==> src/rtl/parity_frame_collector_if.sv <==
// Handshake bundle for parity_frame_collector: the lane sample input, flush,
// the frame result output with valid/ready, and the frame/drop statistics.
interface parity_frame_collector_if #(
   parameter int LANES = 8,
   parameter int FRAME = 4,
   parameter int CNT_W = 16
);
   localparam int ONES_W = $clog2(LANES*FRAME+1);

   logic [LANES-1:0]  in_vec;
   logic              in_valid;
   logic              flush;
   logic              out_valid;
   logic              out_ready;
   logic [LANES-1:0]  out_sig;
   logic [ONES_W-1:0] out_ones;
   logic [CNT_W-1:0]  frame_cnt;
   logic [7:0]        drop_cnt;

   modport master (
      output in_vec, in_valid, flush, out_ready,
      input  out_valid, out_sig, out_ones, frame_cnt, drop_cnt
   );

   modport slave (
      input  in_vec, in_valid, flush, out_ready,
      output out_valid, out_sig, out_ones, frame_cnt, drop_cnt
   );
endinterface

==> src/rtl/parity_frame_collector.sv <==
// Groups FRAME lane-parity samples into XOR signature + ones count frames.
// Define PARITY_FRAME_COLLECTOR_DROP_CNT_EN to build the saturating drop counter.
module parity_frame_collector #(
   parameter int LANES = 8,
   parameter int FRAME = 4,
   parameter int CNT_W = 16
) (
   input logic                     clk,
   input logic                     rst,
   parity_frame_collector_if.slave bus
);
   localparam int ONES_W = $clog2(LANES*FRAME+1);
   localparam int CW     = (FRAME > 1) ? $clog2(FRAME) : 1;
   localparam logic [CW-1:0] LAST = CW'(FRAME-1);

   typedef enum logic {COLLECT, HOLD} state_t;

   function automatic logic [ONES_W-1:0] popcount(input logic [LANES-1:0] v);
      logic [ONES_W-1:0] s;
      s = '0;
      for (int i = 0; i < LANES; i++) s = s + ONES_W'(v[i]);
      return s;
   endfunction

   state_t            state_q;
   logic [CW-1:0]     cnt_p0;
   logic [LANES-1:0]  acc_sig_p0;
   logic [ONES_W-1:0] acc_ones_p0;
   logic              vld_p1;
   logic [LANES-1:0]  out_sig_p1;
   logic [ONES_W-1:0] out_ones_p1;
   logic [CNT_W-1:0]  frame_cnt_q;

   logic              accept;
   logic              last;
   logic              handshake;
   logic [ONES_W-1:0] pop_in;

   // A held result blocks intake unless it is being consumed this very cycle.
   assign accept    = bus.in_valid && !bus.flush && (state_q == COLLECT || bus.out_ready);
   assign last      = (cnt_p0 == LAST);
   assign handshake = vld_p1 && bus.out_ready;
   assign pop_in    = popcount(bus.in_vec);

   // Stage p0: accumulate samples; stage p1: registered frame result.
   always_ff @(posedge clk) begin
      if (rst) begin
         state_q     <= COLLECT;
         cnt_p0      <= '0;
         acc_sig_p0  <= '0;
         acc_ones_p0 <= '0;
         vld_p1      <= 1'b0;
         out_sig_p1  <= '0;
         out_ones_p1 <= '0;
         frame_cnt_q <= '0;
      end else begin
         if (bus.flush || (accept && last)) begin
            cnt_p0      <= '0;
            acc_sig_p0  <= '0;
            acc_ones_p0 <= '0;
         end else if (accept) begin
            cnt_p0      <= cnt_p0 + CW'(1);
            acc_sig_p0  <= acc_sig_p0 ^ bus.in_vec;
            acc_ones_p0 <= acc_ones_p0 + pop_in;
         end

         // A completing sample takes priority so back-to-back frames never bubble.
         if (accept && last) begin
            out_sig_p1  <= acc_sig_p0 ^ bus.in_vec;
            out_ones_p1 <= acc_ones_p0 + pop_in;
            vld_p1      <= 1'b1;
            state_q     <= HOLD;
            frame_cnt_q <= frame_cnt_q + CNT_W'(1);
         end else if (handshake) begin
            vld_p1  <= 1'b0;
            state_q <= COLLECT;
         end
      end
   end

   assign bus.out_valid = vld_p1;
   assign bus.out_sig   = out_sig_p1;
   assign bus.out_ones  = out_ones_p1;
   assign bus.frame_cnt = frame_cnt_q;

`ifdef PARITY_FRAME_COLLECTOR_DROP_CNT_EN
   function automatic logic [7:0] sat_inc8(input logic [7:0] c);
      return (c == 8'hFF) ? c : c + 8'd1;
   endfunction

   logic [7:0] drop_q;

   always_ff @(posedge clk) begin
      if (rst) begin
         drop_q <= 8'h00;
      end else if (state_q == HOLD && !bus.out_ready && bus.in_valid && !bus.flush) begin
         drop_q <= sat_inc8(drop_q);
      end
   end

   assign bus.drop_cnt = drop_q;
`else
   assign bus.drop_cnt = 8'h00;
`endif
endmodule

==> src/flat_wrapper.sv <==
// flat-port wrapper written by rule: the top's interface ports become plain ports
module parity_frame_collector_flat 
#(
   parameter int LANES = 8,
   parameter int FRAME = 4,
   parameter int CNT_W = 16
)
  (clk, rst, bus_in_vec, bus_in_valid, bus_flush, bus_out_ready, bus_out_valid, bus_out_sig, bus_out_ones, bus_frame_cnt, bus_drop_cnt);
  parity_frame_collector_if #(.LANES(LANES), .FRAME(FRAME), .CNT_W(CNT_W)) bus_i ();
  input logic clk;
  input logic rst;
  input wire logic [$bits(bus_i.in_vec)-1:0] bus_in_vec;
  input wire logic [$bits(bus_i.in_valid)-1:0] bus_in_valid;
  input wire logic [$bits(bus_i.flush)-1:0] bus_flush;
  input wire logic [$bits(bus_i.out_ready)-1:0] bus_out_ready;
  output wire logic [$bits(bus_i.out_valid)-1:0] bus_out_valid;
  output wire logic [$bits(bus_i.out_sig)-1:0] bus_out_sig;
  output wire logic [$bits(bus_i.out_ones)-1:0] bus_out_ones;
  output wire logic [$bits(bus_i.frame_cnt)-1:0] bus_frame_cnt;
  output wire logic [$bits(bus_i.drop_cnt)-1:0] bus_drop_cnt;
  assign bus_i.in_vec = bus_in_vec;
  assign bus_i.in_valid = bus_in_valid;
  assign bus_i.flush = bus_flush;
  assign bus_i.out_ready = bus_out_ready;
  assign bus_out_valid = bus_i.out_valid;
  assign bus_out_sig = bus_i.out_sig;
  assign bus_out_ones = bus_i.out_ones;
  assign bus_frame_cnt = bus_i.frame_cnt;
  assign bus_drop_cnt = bus_i.drop_cnt;
  parity_frame_collector #(.LANES(LANES), .FRAME(FRAME), .CNT_W(CNT_W)) u_core (.clk(clk), .rst(rst), .bus(bus_i));
endmodule
==> config.mk <==
export PLATFORM = sky130hd
export DESIGN_NAME = parity_frame_collector_flat
export DESIGN_NICKNAME = d
export VERILOG_FILES = /design/src/rtl/parity_frame_collector_if.sv /design/src/rtl/parity_frame_collector.sv /design/src/flat_wrapper.sv
export SDC_FILE = /design/constraint.sdc
export NUM_CORES = 1
export LEC_CHECK = 0
export ABC_AREA = 0
export CAP_MARGIN = 0
export CELL_PAD_IN_SITES_DETAIL_PLACEMENT = 1
export CELL_PAD_IN_SITES_GLOBAL_PLACEMENT = 1
export CORE_UTILIZATION = 40
export DETAILED_ROUTE_END_ITERATION = 10
export PLACE_DENSITY_LB_ADDON = 0.15
export SETUP_SLACK_MARGIN = 0.4
export SYNTH_ARGS = -nofsm -noshare
export SYNTH_HDL_FRONTEND = slang
export SYNTH_SLANG_ARGS = --single-unit
==> constraint.sdc <==
create_clock -name clk -period 11.95 [get_ports clk]
set_input_delay 2.9875 -clock clk [delete_from_list [all_inputs] [get_ports clk]]
set_output_delay 2.9875 -clock clk [all_outputs]
set_load 0.03 [all_outputs]
After elaboration in Yosys (flattened, before gate mapping)
Cells that the tools add are included.
{"block": "totals", "reg_bits": 47, "input_bits": 13, "out_inout_bits": 39, "elab_cells": 31}
{"block": "classes", "add_sub_neg": 10, "eq_ne": 1, "mux": 2, "n_bitwise": 2, "reduce_logical": 9}
{"op": "adder 6 x 1 -> 6 bit", "n": 6}
{"op": "adder 16 x 1 -> 16 bit (second input constant)", "n": 1}
{"op": "XOR 8 bit", "n": 1}
{"op": "adder 6 bit", "n": 1}
{"op": "logical AND 1 bit", "n": 4}
{"op": "adder 1 x 1 -> 2 bit", "n": 1}
{"op": "adder 2 x 1 -> 2 bit (second input constant)", "n": 1}
{"op": "equality test 2 bit (second input constant)", "n": 1}
{"op": "logical OR 1 bit", "n": 2}
{"op": "2-to-1 mux 1 bit", "n": 2}
{"op": "nonzero test 2 bit", "n": 1}
{"op": "OR reduction 2 bit", "n": 1}
{"op": "zero test 1 bit", "n": 1}
{"op": "inverter 1 bit", "n": 1}

Depth between registers and ports, before layout
{"block": "depth", "word_depth": 8, "mapped_depth": 13, "mapped_depth_nobuf": 13}

Least setup slack after synthesis
No wires, ideal clock.
{"block": "synth_timing", "path_type": "input to register", "startpoint": "input bus_in_vec[0]", "endpoint": "register u_core.acc_ones_p0[4]", "setup_time_ns": 0.062, "t_arrival_ns": 5.923, "t_required_ns": 11.888, "setup_slack_ns": 5.965, "cell_stages": 13, "path_buffers": 0, "path_cell_list": "ha_1 -> inv_1 -> fa_1 -> fa_1 -> fa_1 -> inv_1 -> ha_1 -> inv_1 -> fa_1 -> nor2b_1 -> o21a_1 -> or4_1 -> nand3_1"}
{"block": "synth_via", "elab_chain_len": 8}
{"element": "start, declared", "line": "flat_wrapper.sv:12", "text": "input wire logic [$bits(bus_i.in_vec)-1:0] bus_in_vec;"}
{"element": "adder 1 x 1 -> 2 bit", "line": "parity_frame_collector.sv:21", "text": "for (int i = 0; i < LANES; i++) s = s + ONES_W'(v[i]);"}
{"element": "adder 6 x 1 -> 6 bit (6 in a row)", "line": "parity_frame_collector.sv:21"}
{"element": "adder 6 bit", "line": "parity_frame_collector.sv:64", "text": "acc_ones_p0 <= acc_ones_p0 + pop_in;"}
{"element": "end signal, assigned", "line": "parity_frame_collector.sv:64"}
{"element": "end, declared", "line": "parity_frame_collector.sv:28", "text": "logic [ONES_W-1:0] acc_ones_p0;"}
No other way between the ends.
A chain may end at the register's enable or synchronous reset.

Final worst setup path
Same ends and word-level chain as after synthesis.

==> impl_metrics.py <==
metrics = {
    "detailed_routing": {
        "wl_met3_um": 191,
        "top_layer": "met4",
        "ant_nets": 0,
        "wl_per_cell_um": 15.0,
        "wl_met1_um": 2860,
        "viasPerCell": 5.26,
        "wl_met2_um": 2890,
        "drtIter0Drc": 82,
        "vias": 2109,
        "drcViolationCount": 0,
        "drtPass1Iterations": 4,
        "wl_um": 6020,
    },
    "global_route": {
        "antenna_found_initial": 0,
        "grt_usage_pct": 20.3,
        "grt_max_degree": 36,
        "grt.overflow.total": 0,
        "grt_pass1_vias": 2090,
        "grt_pass1_wl_um": 9920,
    },
    "yosys": {
        "ys_ff_latch": 47,
        "synthSimpleGateAreaFrac_pct": 20.4,
        "synth_compound_gate_area_share_pct": 14.8,
        "synth_top_family_by_area": "simple AND/OR/NAND/NOR gates",
        "synthCells": 285,
        "netlist_area_um2": 2470,
        "synth_edf_count": 0,
        "ys_warn_count": 0,
        "synth_top_area_share_pct": 38.1,
        "avgSynthCellArea_um2": 8.67,
        "synth-async-reset-ratio_pct": 0,
        "synth_xor_area_share_pct": 8.51,
        "synth_ff_type": "dfxtp_1",
        "yosysSeqAreaShare_pct": 38.1,
        "netlist-cell-type-count": 40,
        "yosysTopAreaCell": "dfxtp_1",
        "synthMuxAreaShare_pct": 0,
        "synthTopCellsByArea": "dfxtp_1, ha_1, xnor2_1",
        "synthAdderAreaFrac_pct": 10.3,
    },
    "final_layout": {
        "mostFrequentLayoutCell": "dfxtp_1",
        "n_fill_cell": 710,
        "n_antenna_cell": 0,
        "final_cell_count_no_fill": 401,
        "finalNetCount": 356,
        "fin_area_um2": 3040,
        "drive_above_1_share_pct": 4.60,
        "syn2layout_area_growth_pct": 23.0,
        "final_cell_mix": "dfxtp_1, clkdlybuf4s50_1, nor2_1",
    },
    "timing": {
        "grt_setup_unrepaired": "false",
        "period_needed_ns": 6.35,
        "min_period_over_period_pct": 53.2,
        "fin_skew_ns": 0.00833,
        "fmax_mhz": 157,
        "tightest_slew_ns": 1.15,
        "hold_violations": 0,
        "setup_violations": 0,
        "slew_headroom_pct": 23.3,
        "finalMaxSlewViolations": 0,
        "final.setup.tns_ns": 0,
    },
    "setup_path": {
        "start_kind": "primary input",
        "worst-r2r-setup-slack_ns": 9.52,
        "crit_path_end": "u_core.acc_ones_p0[4]$_SDFFE_PP0P_",
        "critPathArrivalTime_ns": 6.60,
        "reg2reg_from": "u_core.acc_ones_p0[1]$_SDFFE_PP0P_",
        "crit_type": "primary input to register",
        "r2r-end": "u_core.bus.out_ones[5]$_SDFFE_PP0P_",
        "required_ns": 12.20,
        "worstPathMaxFanout": 4,
        "worstSetupEndpointType": "register",
        "rr_worst_depth": 8,
        "startpoint": "bus_in_vec[0]",
    },
    "power": {
        "cellPowerDensity_nw_per_um2": 111,
        "power_leakage_nw": 1.10,
        "ir_drop_mv": 0.0549,
    },
    "placed_design": {
        "placed_cells": 393,
        "gp_congestion": 0.787,
        "io_buffers": 43,
        "post_dp_cell_area_um2": 2920,
        "place_hpwl_um": 4260,
    },
    "clock_tree": {
        "cts_buffer_depth": 2,
        "cts_sinks": 47,
        "cts.reportedPaths.clkPinSlew_ns": 0.09,
        "clk_root_buffer_cell": "clkbuf_8",
        "cts_resized": 0,
        "cts_buffers": 5,
        "cts_tree": "built",
        "h-tree-depth": 2,
        "ctsHoldBuffers": 0,
        "post_cts.repair.setup_buffers": 0,
        "insertion_delay_ns": 0.31,
    },
    "floorplanning": {
        "die_h_um": 80.6,
        "fp-row-count": 28,
        "initial_core_util_pct": 41.5,
        "core_um2": 5960,
        "die-area_um2": 6500,
        "ios": 52,
        "die_w_um": 80.6,
    },
    "run_status": {
        "status": "complete, no violations",
    },
    "worst_hold_path": {
        "hold_path_class": "register to register",
    },
    "run": {
        "drv_cap": 0,
    },
}
logic make-up (layout without fill, tap and decap cells):
kind of cell,Yosys count,in the layout
xor+xnor,24,24
compound gates,54,54
buf+inv,39,73
simple gates,102,102
flops,47,47
other cells,1,8
fa+ha+maj,18,18
layout make-up:
cell class / instances / area [um2] / area share, %
clock buffer: 5 / 68.8 / 2.26
clock inverter: 3 / 46.3 / 1.52
inverter: 19 / 71.3 / 2.35
multi-input combinational: 206 / 1370 / 44.9
sequential: 47 / 941 / 31.0
tap: 75 / 93.8 / 3.09
timing repair buffer: 46 / 453 / 14.9
registers in the layout, summed over array words and instances, names as in the netlist:
name                  count
u_core.bus.out_valid      1
u_core.acc_sig_p0         8
u_core.bus.out_sig        8
u_core.bus.out_ones       6
u_core.cnt_p0             2
u_core.bus.frame_cnt     16
u_core.acc_ones_p0        6
layer usage:
metal,vias to the layer above,global-route usage [%]
met5,-,0
met4,0,6.61
met3,7,4.55
met2,42,35.0
met1,998,24.7
li1,1062,-
cell usage after synthesis, drive strengths merged (4+ instances only):
cell type,instances
xor2,7
nand4,8
nor3,6
ha,14
nand3,14
buf,16
nor2,29
a21oi,19
inv,19
fa,4
clkbuf,4
o21ai,5
or3,6
o211ai,4
xnor2,17
dfxtp,47
o31ai,4
or4,5
a211oi,11
nand2,22
report_power, final:
group,switching (mW),internal (mW)
sequential,0.00107,0.158
clock,0.0587,0.0631
combinational,0.0332,0.0238
total,0.0929,0.245
worst min-delay path by stage:
| stage | start | to | slack [ns] | cells past startpoint |
|---|---|---|---|---|
| floorplan | u_core.acc_ones_p0[3]$_SDFFE_PP0P_ | u_core.acc_ones_p0[3]$_SDFFE_PP0P_ | 0.44 | 2 |
| global placement | u_core.bus.out_ones[2]$_SDFFE_PP0P_ | u_core.bus.out_ones[2]$_SDFFE_PP0P_ | 0.44 | 2 |
| detailed placement | u_core.bus.out_ones[0]$_SDFFE_PP0P_ | u_core.bus.out_ones[0]$_SDFFE_PP0P_ | 0.45 | 2 |
| CTS | u_core.bus.out_ones[0]$_SDFFE_PP0P_ | u_core.bus.out_ones[0]$_SDFFE_PP0P_ | 0.46 | 2 |
| global route | u_core.acc_ones_p0[0]$_SDFFE_PP0P_ | u_core.acc_ones_p0[0]$_SDFFE_PP0P_ | 0.48 | 2 |
| finish | u_core.bus.out_ones[0]$_SDFFE_PP0P_ | u_core.bus.out_ones[0]$_SDFFE_PP0P_ | 0.46 | 2 |
worst max-delay path, stage by stage:
cell and delay [ns]:
clkdlybuf4s50_1 0.47, ha_1 0.32, inv_1 0.05, fa_1 0.49, fa_1 0.44, fa_1 0.49
inv_1 0.04, ha_1 0.22, inv_1 0.08, fa_1 0.20, nor2b_1 0.06, o21a_1 0.20
or4_1 0.47, nand3_1 0.09
metrics by stage:
step,setup WS [ns],utilization (%),hold slack (ns),power [mW]
2_1_floorplan,5.96,-,0.436,0.205
3_3_place_gp,5.36,49.1,0.443,0.219
3_5_place_dp,5.28,49.1,0.447,0.220
4_1_cts,5.59,51.0,0.461,0.344
5_1_grt,5.44,51.0,0.481,0.356
6_report,5.60,51.0,0.458,0.338
Note: power is estimated with default switching activity, not from simulation.
